**src/rtl/fetch_unit.sv**
```systemverilog
// fetch_unit: single-issue PC / instruction-fetch stage with fetch timeout.
// Optional SELF_BRANCH_HALT_EN: a retired branch-to-self halts the unit.
module fetch_unit #(
  parameter int ADDR_W = 8,
  parameter int DATA_W = 16,
  parameter int RESET_PC = 0,
  parameter int FETCH_TIMEOUT = 15
) (
  input  logic              clk,
  input  logic              reset,
  output logic              imem_req,
  output logic [ADDR_W-1:0] imem_addr,
  input  logic [DATA_W-1:0] imem_rdata,
  input  logic              imem_rvalid,
  output logic              instr_valid,
  output logic [DATA_W-1:0] instr,
  output logic [ADDR_W-1:0] instr_addr,
  input  logic              instr_done,
  input  logic              branch_taken,
  input  logic [ADDR_W-1:0] branch_target,
  output logic              halted,
  output logic              fetch_err,
  output logic [15:0]       retired
);
  typedef enum logic [1:0] {IDLE, FETCH, ISSUE, HALT} state_t;
  state_t state, state_n;
  logic [ADDR_W-1:0] pc;
  logic [7:0] cnt;
  logic timeout, self_br;
  assign imem_req = state == FETCH;
  assign instr_valid = state == ISSUE;
  assign halted = state == HALT;
  assign imem_addr = pc;
  assign timeout = !imem_rvalid && cnt == 8'(FETCH_TIMEOUT);
`ifdef SELF_BRANCH_HALT_EN
  assign self_br = branch_taken && branch_target == instr_addr;
`else
  assign self_br = 1'b0;
`endif
  always_comb begin
    state_n = state;
    case (state)
      IDLE:    state_n = FETCH;
      FETCH:   state_n = imem_rvalid ? ISSUE : timeout ? HALT : FETCH;
      ISSUE:   state_n = !instr_done ? ISSUE : self_br ? HALT : FETCH;
      default: state_n = HALT;
    endcase
  end
  always_ff @(posedge clk) begin
    if (reset) begin
      state <= IDLE;
      pc <= ADDR_W'(RESET_PC);
      cnt <= '0;
      instr <= '0;
      instr_addr <= '0;
      fetch_err <= 1'b0;
      retired <= '0;
    end else begin
      state <= state_n;
      if (state == FETCH) begin
        cnt <= imem_rvalid ? '0 : cnt + 8'd1;
        if (imem_rvalid) begin
          instr <= imem_rdata;
          instr_addr <= pc;
        end
        if (timeout) fetch_err <= 1'b1;
      end
      if (state == ISSUE && instr_done) begin
        pc <= branch_taken ? branch_target : pc + ADDR_W'(1);
        retired <= retired + {15'd0, ~&retired};
      end
    end
  end
endmodule

```
**config.mk**
```make
export PLATFORM = sky130hd
export DESIGN_NAME = fetch_unit
export DESIGN_NICKNAME = d
export VERILOG_FILES = /design/src/rtl/fetch_unit.sv
export SDC_FILE = /design/constraint.sdc
export NUM_CORES = 1
export LEC_CHECK = 0
export BUFFER_PORTS_ARGS = -buffer_cell sky130_fd_sc_hd__buf_2
export CORE_ASPECT_RATIO = 1.75
export CORE_MARGIN = 5
export CORE_UTILIZATION = 30
export DETAILED_ROUTE_END_ITERATION = 6
export GPL_ROUTABILITY_DRIVEN = 0
export GPL_TIMING_DRIVEN = 0
export SLEW_MARGIN = 20
export SYNTH_ARGS = -nofsm -noshare
export SYNTH_HDL_FRONTEND = slang
export SYNTH_SLANG_ARGS = --single-unit
```
**constraint.sdc**
```tcl
create_clock -name clk -period 2.8 [get_ports clk]
set_input_delay 0.28 -clock clk [delete_from_list [all_inputs] [get_ports clk]]
set_output_delay 0.28 -clock clk [all_outputs]
set_load 0.02 [all_outputs]
```
==> results.toml, run 1 <==
[worst_setup_path]
r2r_slack_ns = 0.39
cp.arrival_ns = 2.63
cp.required_ns = 3.02
endpoint_kind = "flop"
r2r_start = "retired[2]"
critPathLaunch = "retired[2]"
crit_type = "flop to flop"
crit_fanout = 5
cp-start-kind = "flop"

[global_route]
antenna_found_initial = 0
grt_use_total_pct = 14.52
grt_pass1_wl_microns = 11760
grt_pass1_vias = 2376
grt.overflow.total = 0
grt_start_max_net_pins = 11

[synth]
yosys.area_share.adder_pct = 1.960
synthSimpleGateAreaFrac_pct = 28.96
synth-compound-area-share_pct = 13.67
ys_seq_area_share_pct = 46.25
syn_area_sq_um = 2554
netlist_instances = 318
yosys_warnings = 0
syn_nets = 351
ys_seq_elements = 59
synth_mux_area_share_pct = 0.8329
synth_top_family_by_area = "simple AND/OR/NAND/NOR gates"
synth_cell_types = 45
synthXorXnorAreaFrac_pct = 4.802
async_flop_share_pct = 0
syn_avg_cell_area_sq_um = 8.031
synth_edf_count = 0
synthFlopType = "dfxtp_1"

[die]
die-height_microns = 132.1
rows = 44
die_x_microns = 79.75
dieArea_sq_um = 10530
pin_count = 81
start_util_pct = 30.72
core_area_sq_um = 8313

[cells_and_area]
multi_input_area_sq_um = 1282
finish.utilization_pct = 40.41
fillers = 878
antenna_cells = 0
register_area_sq_um = 1181
syn_to_final_growth_pct = 31.55
final_area_sq_um = 3359
nNetsFinal = 442
drive_above_1_share_pct = 24.46

[placement]
hpwlAfterDp_microns = 5433
port-buffer-count = 80
dpl_cell_area_sq_um = 3098

[sta]
worst_pin_slew_ns = 0.6968
final-setup-viol-count = 0
finalCritPeriodShare_pct = 85.97
min_period_ns = 2.407
slew_headroom_pct = 53.12
skew_ns = 0.005184
fmax_ghz = 0.4154
rsz0062_at_grt = "no"
maxSlewViolCount = 0
timing_hold_violations_final = 0
finalSetupTns_ns = 0

[cts]
postCtsResizedCells = 0
cts_sinks = 59
clk_pin_slew_worst_paths_ns = 0.05
cts_hold_buf = 0
cts_buffer_depth = 2
cts_setup_buffers = 0
htree_levels = 3
insertion_delay_ns = 0.33
cts_tree = "done"
cts_inserted_buffers = 9
root_buffer = "clkbuf_16"

[hold_path]
hold_start = "imem_rdata[15]"
min_path_type = "input pin to flop"

[power_and_ir_drop]
p_leak_nw = 1.396
vdd_drop_max_v = 0.0003332
p_per_area_nw_per_um2 = 596.7
finalPower_mw = 2.005

[routing]
drtAntennaViolNets = 0
num_vias = 2498
drt-vias-per-instance = 4.731
drc = 0
wl_per_cell_microns = 13.71
dr.pass1.iters = 4
wl_microns = 7239
drt_iter0_drc = 101

[flow_run]
cap_viol_max_count = 0

[run_status]
status = "finished, final reports clean"
[flip-flops by register name, summed over array words and instances (netlist names)]
signal      flops
cnt             8
instr_addr      8
instr          16
retired        16
fetch_err       1
imem_addr       8
state           2
[where the power goes]
part | switching (mW) | total (mW) | internal, mW | leakage [nW]
Sequential | 0.0144 | 0.874 | 0.859 | 0.477
Combinational | 0.100 | 0.156 | 0.0558 | 0.786
Clock | 0.363 | 0.975 | 0.611 | 0.132
[metrics by stage]
step	hold WS (ns)	instances	worst slack, ns
floorplan	0.4095	318	0.6900
global placement	0.4399	513	0.4379
detailed placement	0.4437	513	0.4246
CTS	0.1758	528	0.4057
global route	0.1842	528	0.2277
finish	0.1852	528	0.3929
[critical path, stage by stage (launching register included)]
cell	delay, ns
dfxtp_1	0.35
nand3_1	0.21
nor3_1	0.08
nand2_1	0.06
ha_1	0.20
nand4b_1	0.22
nor4_1	0.59
nor2b_1	0.25
mux2_2	0.34
[synth_stat cells, drive strengths merged (2+ instances only)]
library cell  number  area (sq um)
nand4              8         50.05
dfxtp             59          1181
nor2              31         116.4
clkbuf            16         60.06
nor3               5         25.02
nor4               4         25.02
nor2b              3         18.77
a21oi             39         195.2
or4                2         18.77
a31oi              4         25.02
ha                 4         50.05
inv                6         22.52
nand2b             4         25.02
a22oi              2         15.01
xnor2              9         78.83
nand2             69         259.0
and3               4         25.02
xor2               5         43.79
or3                5         32.53
o21ai              8         40.04
nand3              9         50.05
nor3b              2         15.01
[path summary, 6_finish.rpt]
kind                 endpoint  cells past startpoint
setup / recovery  retired[15]                      8
hold / removal      instr[15]                      3
setup reg to reg  retired[15]                      8
hold reg to reg      instr[9]                      2
[metal layers]
metal | vias up | part of all wire [%] | GRT usage (%)
met3 | 11 | 5.1 | 4.378
met5 | - | 0 | 0
met4 | 0 | 2.3 | 7.519
met2 | 57 | 53 | 25.40
li1 | 1269 | - | -
met1 | 1161 | 40 | 15.28
[final cells by class]
type	count	area share, %
clock buffers	12	7.337
well taps	115	4.283
repair buffers	80	11.92
inverters	6	0.6704
flip-flops and latches	59	35.16
plain buffers	17	2.011
clock inverters	3	0.4469
multi-input cells	236	38.18
[cells in the final DEF, fill, tap and decap left out, types with 2 or more instances in the layout]
cell,n
xnor2_1,9
nor2b_1,3
nand4_1,8
o21ai_0,8
ha_1,4
clkbuf_16,9
and3_1,4
nand2b_1,4
nor3_1,5
a31oi_1,4
xor2_1,5
a21oi_1,39
or3_1,4
nand3_1,8
nand2_1,69
clkinv_2,3
nor2_1,31
inv_1,6
dfxtp_1,59
a22oi_1,2
clkbuf_1,18
nor4_1,4
buf_2,80
nor3b_1,2
[kinds of logic (layout without fill, tap and decap cells)]
family | count (synthesis) | count (layout)
muxes | 2 | 2
adders and majority gates | 4 | 4
DFF | 59 | 59
AOI/OAI and AO/OA | 62 | 62
and+or+nand+nor | 154 | 154
buffers and inverters | 23 | 118
xor gates and xnor gates | 14 | 14
Power figures use the tool's default switching activity.
==> run 2: changes to the inputs <==
--- a/config.mk
+++ b/config.mk
@@ -12,6 +12,7 @@
 export DETAILED_ROUTE_END_ITERATION = 6
 export GPL_ROUTABILITY_DRIVEN = 0
 export GPL_TIMING_DRIVEN = 0
+export PLACE_DENSITY = 0.62
 export SLEW_MARGIN = 20
 export SYNTH_ARGS = -nofsm -noshare
 export SYNTH_HDL_FRONTEND = slang
==> run 2 against run 1 <==
Net effect:
- wire length fell by 1.9%
- critical path type unchanged
- non-clock buffer count did not move
- fmax rose by 0.23%
- worst setup slack improved by 0.0056 ns
- sequential power barely moved
- critical path depth did not move
- global-route usage fell by 0.69 points
- die area did not move
==> results.toml, run 2 (synthesis gave the netlist of run 1 again) <==
[cells_and_area]
final_cell_mix = "80 x buf_2, 69 x nand2_1, 59 x dfxtp_1, 39 x a21oi_1, 31 x nor2_1"
syn_to_final_growth_pct = 32.29
fillers = 862
register_area_sq_um = 1181
finish.utilization_pct = 40.64
top_regs = "instr: 16 flops, retired: 16 flops"
multi_input_area_sq_um = 1282
final_common_cell = "buf_2"
stdcell_count = 528
antenna_cells = 0
nNetsFinal = 442
drive_above_1_share_pct = 24.70

[cts]
insertion_delay_ns = 0.32
cts_sinks = 59
root_buffer = "clkbuf_16"
cts_buffer_depth = 2
cts_hold_buf = 0
cts_tree = "done"
htree_levels = 3
clk_pin_slew_worst_paths_ns = 0.05
cts_inserted_buffers = 9
postCtsResizedCells = 0
cts_setup_buffers = 0

[worst_setup_path]
cp.arrival_ns = 2.61
critical-path-max-stage-delay_ns = 0.60
path_cells = "nand3_1 -> nor3_1 -> nand2_1 -> ha_1 -> nand4b_1 -> nor4_1 -> nor2b_1 -> mux2_2"
critical-path-slowest-cell = "nor4_1"
crit_type = "flop to flop"
crit_fanout = 5
r2r_start = "retired[2]"
cp-start-kind = "flop"
cp.required_ns = 3.01
critPathLaunch = "retired[2]"
r2r_slack_ns = 0.40
endpoint_kind = "flop"

[sta]
finalCritPeriodShare_pct = 85.77
setup_ws_ns = 0.3984
worst_pin_slew_ns = 0.7201
rsz0062_at_grt = "no"
finalSetupTns_ns = 0
timing_hold_violations_final = 0
fmax_ghz = 0.4164
skew_ns = 0.003082
slew_headroom_pct = 51.55
min_period_ns = 2.402
maxSlewViolCount = 0
final-setup-viol-count = 0

[die]
rows = 44
dieArea_sq_um = 10530
die-height_microns = 132.1
core_area_sq_um = 8313
die_x_microns = 79.75
start_util_pct = 30.72
pin_count = 81

[global_route]
grt.overflow.total = 0
grt_use_total_pct = 13.83
grt_start_max_net_pins = 11
antenna_found_initial = 0
grt_pass1_vias = 2428
grt_pass1_wl_microns = 11410

[routing]
drc = 0
num_vias = 2490
wl_microns = 7102
drtAntennaViolNets = 0
wl_per_cell_microns = 13.45
drt_iter0_drc = 107
drt-vias-per-instance = 4.716
dr.pass1.iters = 4

[flow_run]
cap_viol_max_count = 0

[placement]
placed_cells = 513
port-buffer-count = 80
dp_slack_ns = 0.4365
hpwlAfterDp_microns = 5343

[power_and_ir_drop]
p_leak_nw = 1.405
vdd_drop_max_v = 0.0003706
p_per_area_nw_per_um2 = 607.9
finalPower_mw = 2.054

[hold_path]
hold_start = "imem_rdata[12]"
min_path_type = "input pin to flop"

[run_status]
status = "finished, final reports clean"
==> run 2: final cells by class <==
class                      instances  area share, %
clock inverter                     2         0.2963
clock buffer                      13          8.000
timing repair buffer              80          11.85
sequential                        59          34.96
tap                              115          4.259
multi-input combinational        236          37.96
inverter                           6         0.6667
buffer                            17          2.000
==> run 2: worst max-delay path, delay by kind of cell, from the launching register on <==
kind	cells	cell delay (ns)
AND/OR/NAND/NOR	6	1.41
multiplexers	1	0.34
adder cells (fa/ha/maj)	1	0.19
flip-flops	1	0.34
==> run 2: metrics by stage <==
step                      hold WS, ns  instance area (sq um)
after floorplan                0.4095                   2554
after global placement         0.4399                   3098
after detailed placement       0.4435                   3098
after CTS                      0.1861                   3378
after global routing           0.1945                   3378
final                          0.1910                   3378
==> run 2: final timing paths <==
check,to,cells after the start
max,retired[15],8
min,instr[12],3
max reg2reg,retired[15],8
min reg2reg,instr_addr[7],2
==> run 2: power breakdown <==
group	total [mW]	switching (mW)	internal, mW
combinational	0.157	0.101	0.0559
sequential	0.873	0.0142	0.859
clock	1.02	0.361	0.662
total	2.05	0.477	1.58
==> run 2: per-layer routing <==
metal	part of all wire, %	vias up	GRT usage, %
li1	-	1274	-
met1	41	1148	15.09
met2	52	57	23.44
met3	5.0	11	4.172
met4	2.3	0	7.519
met5	0	-	0
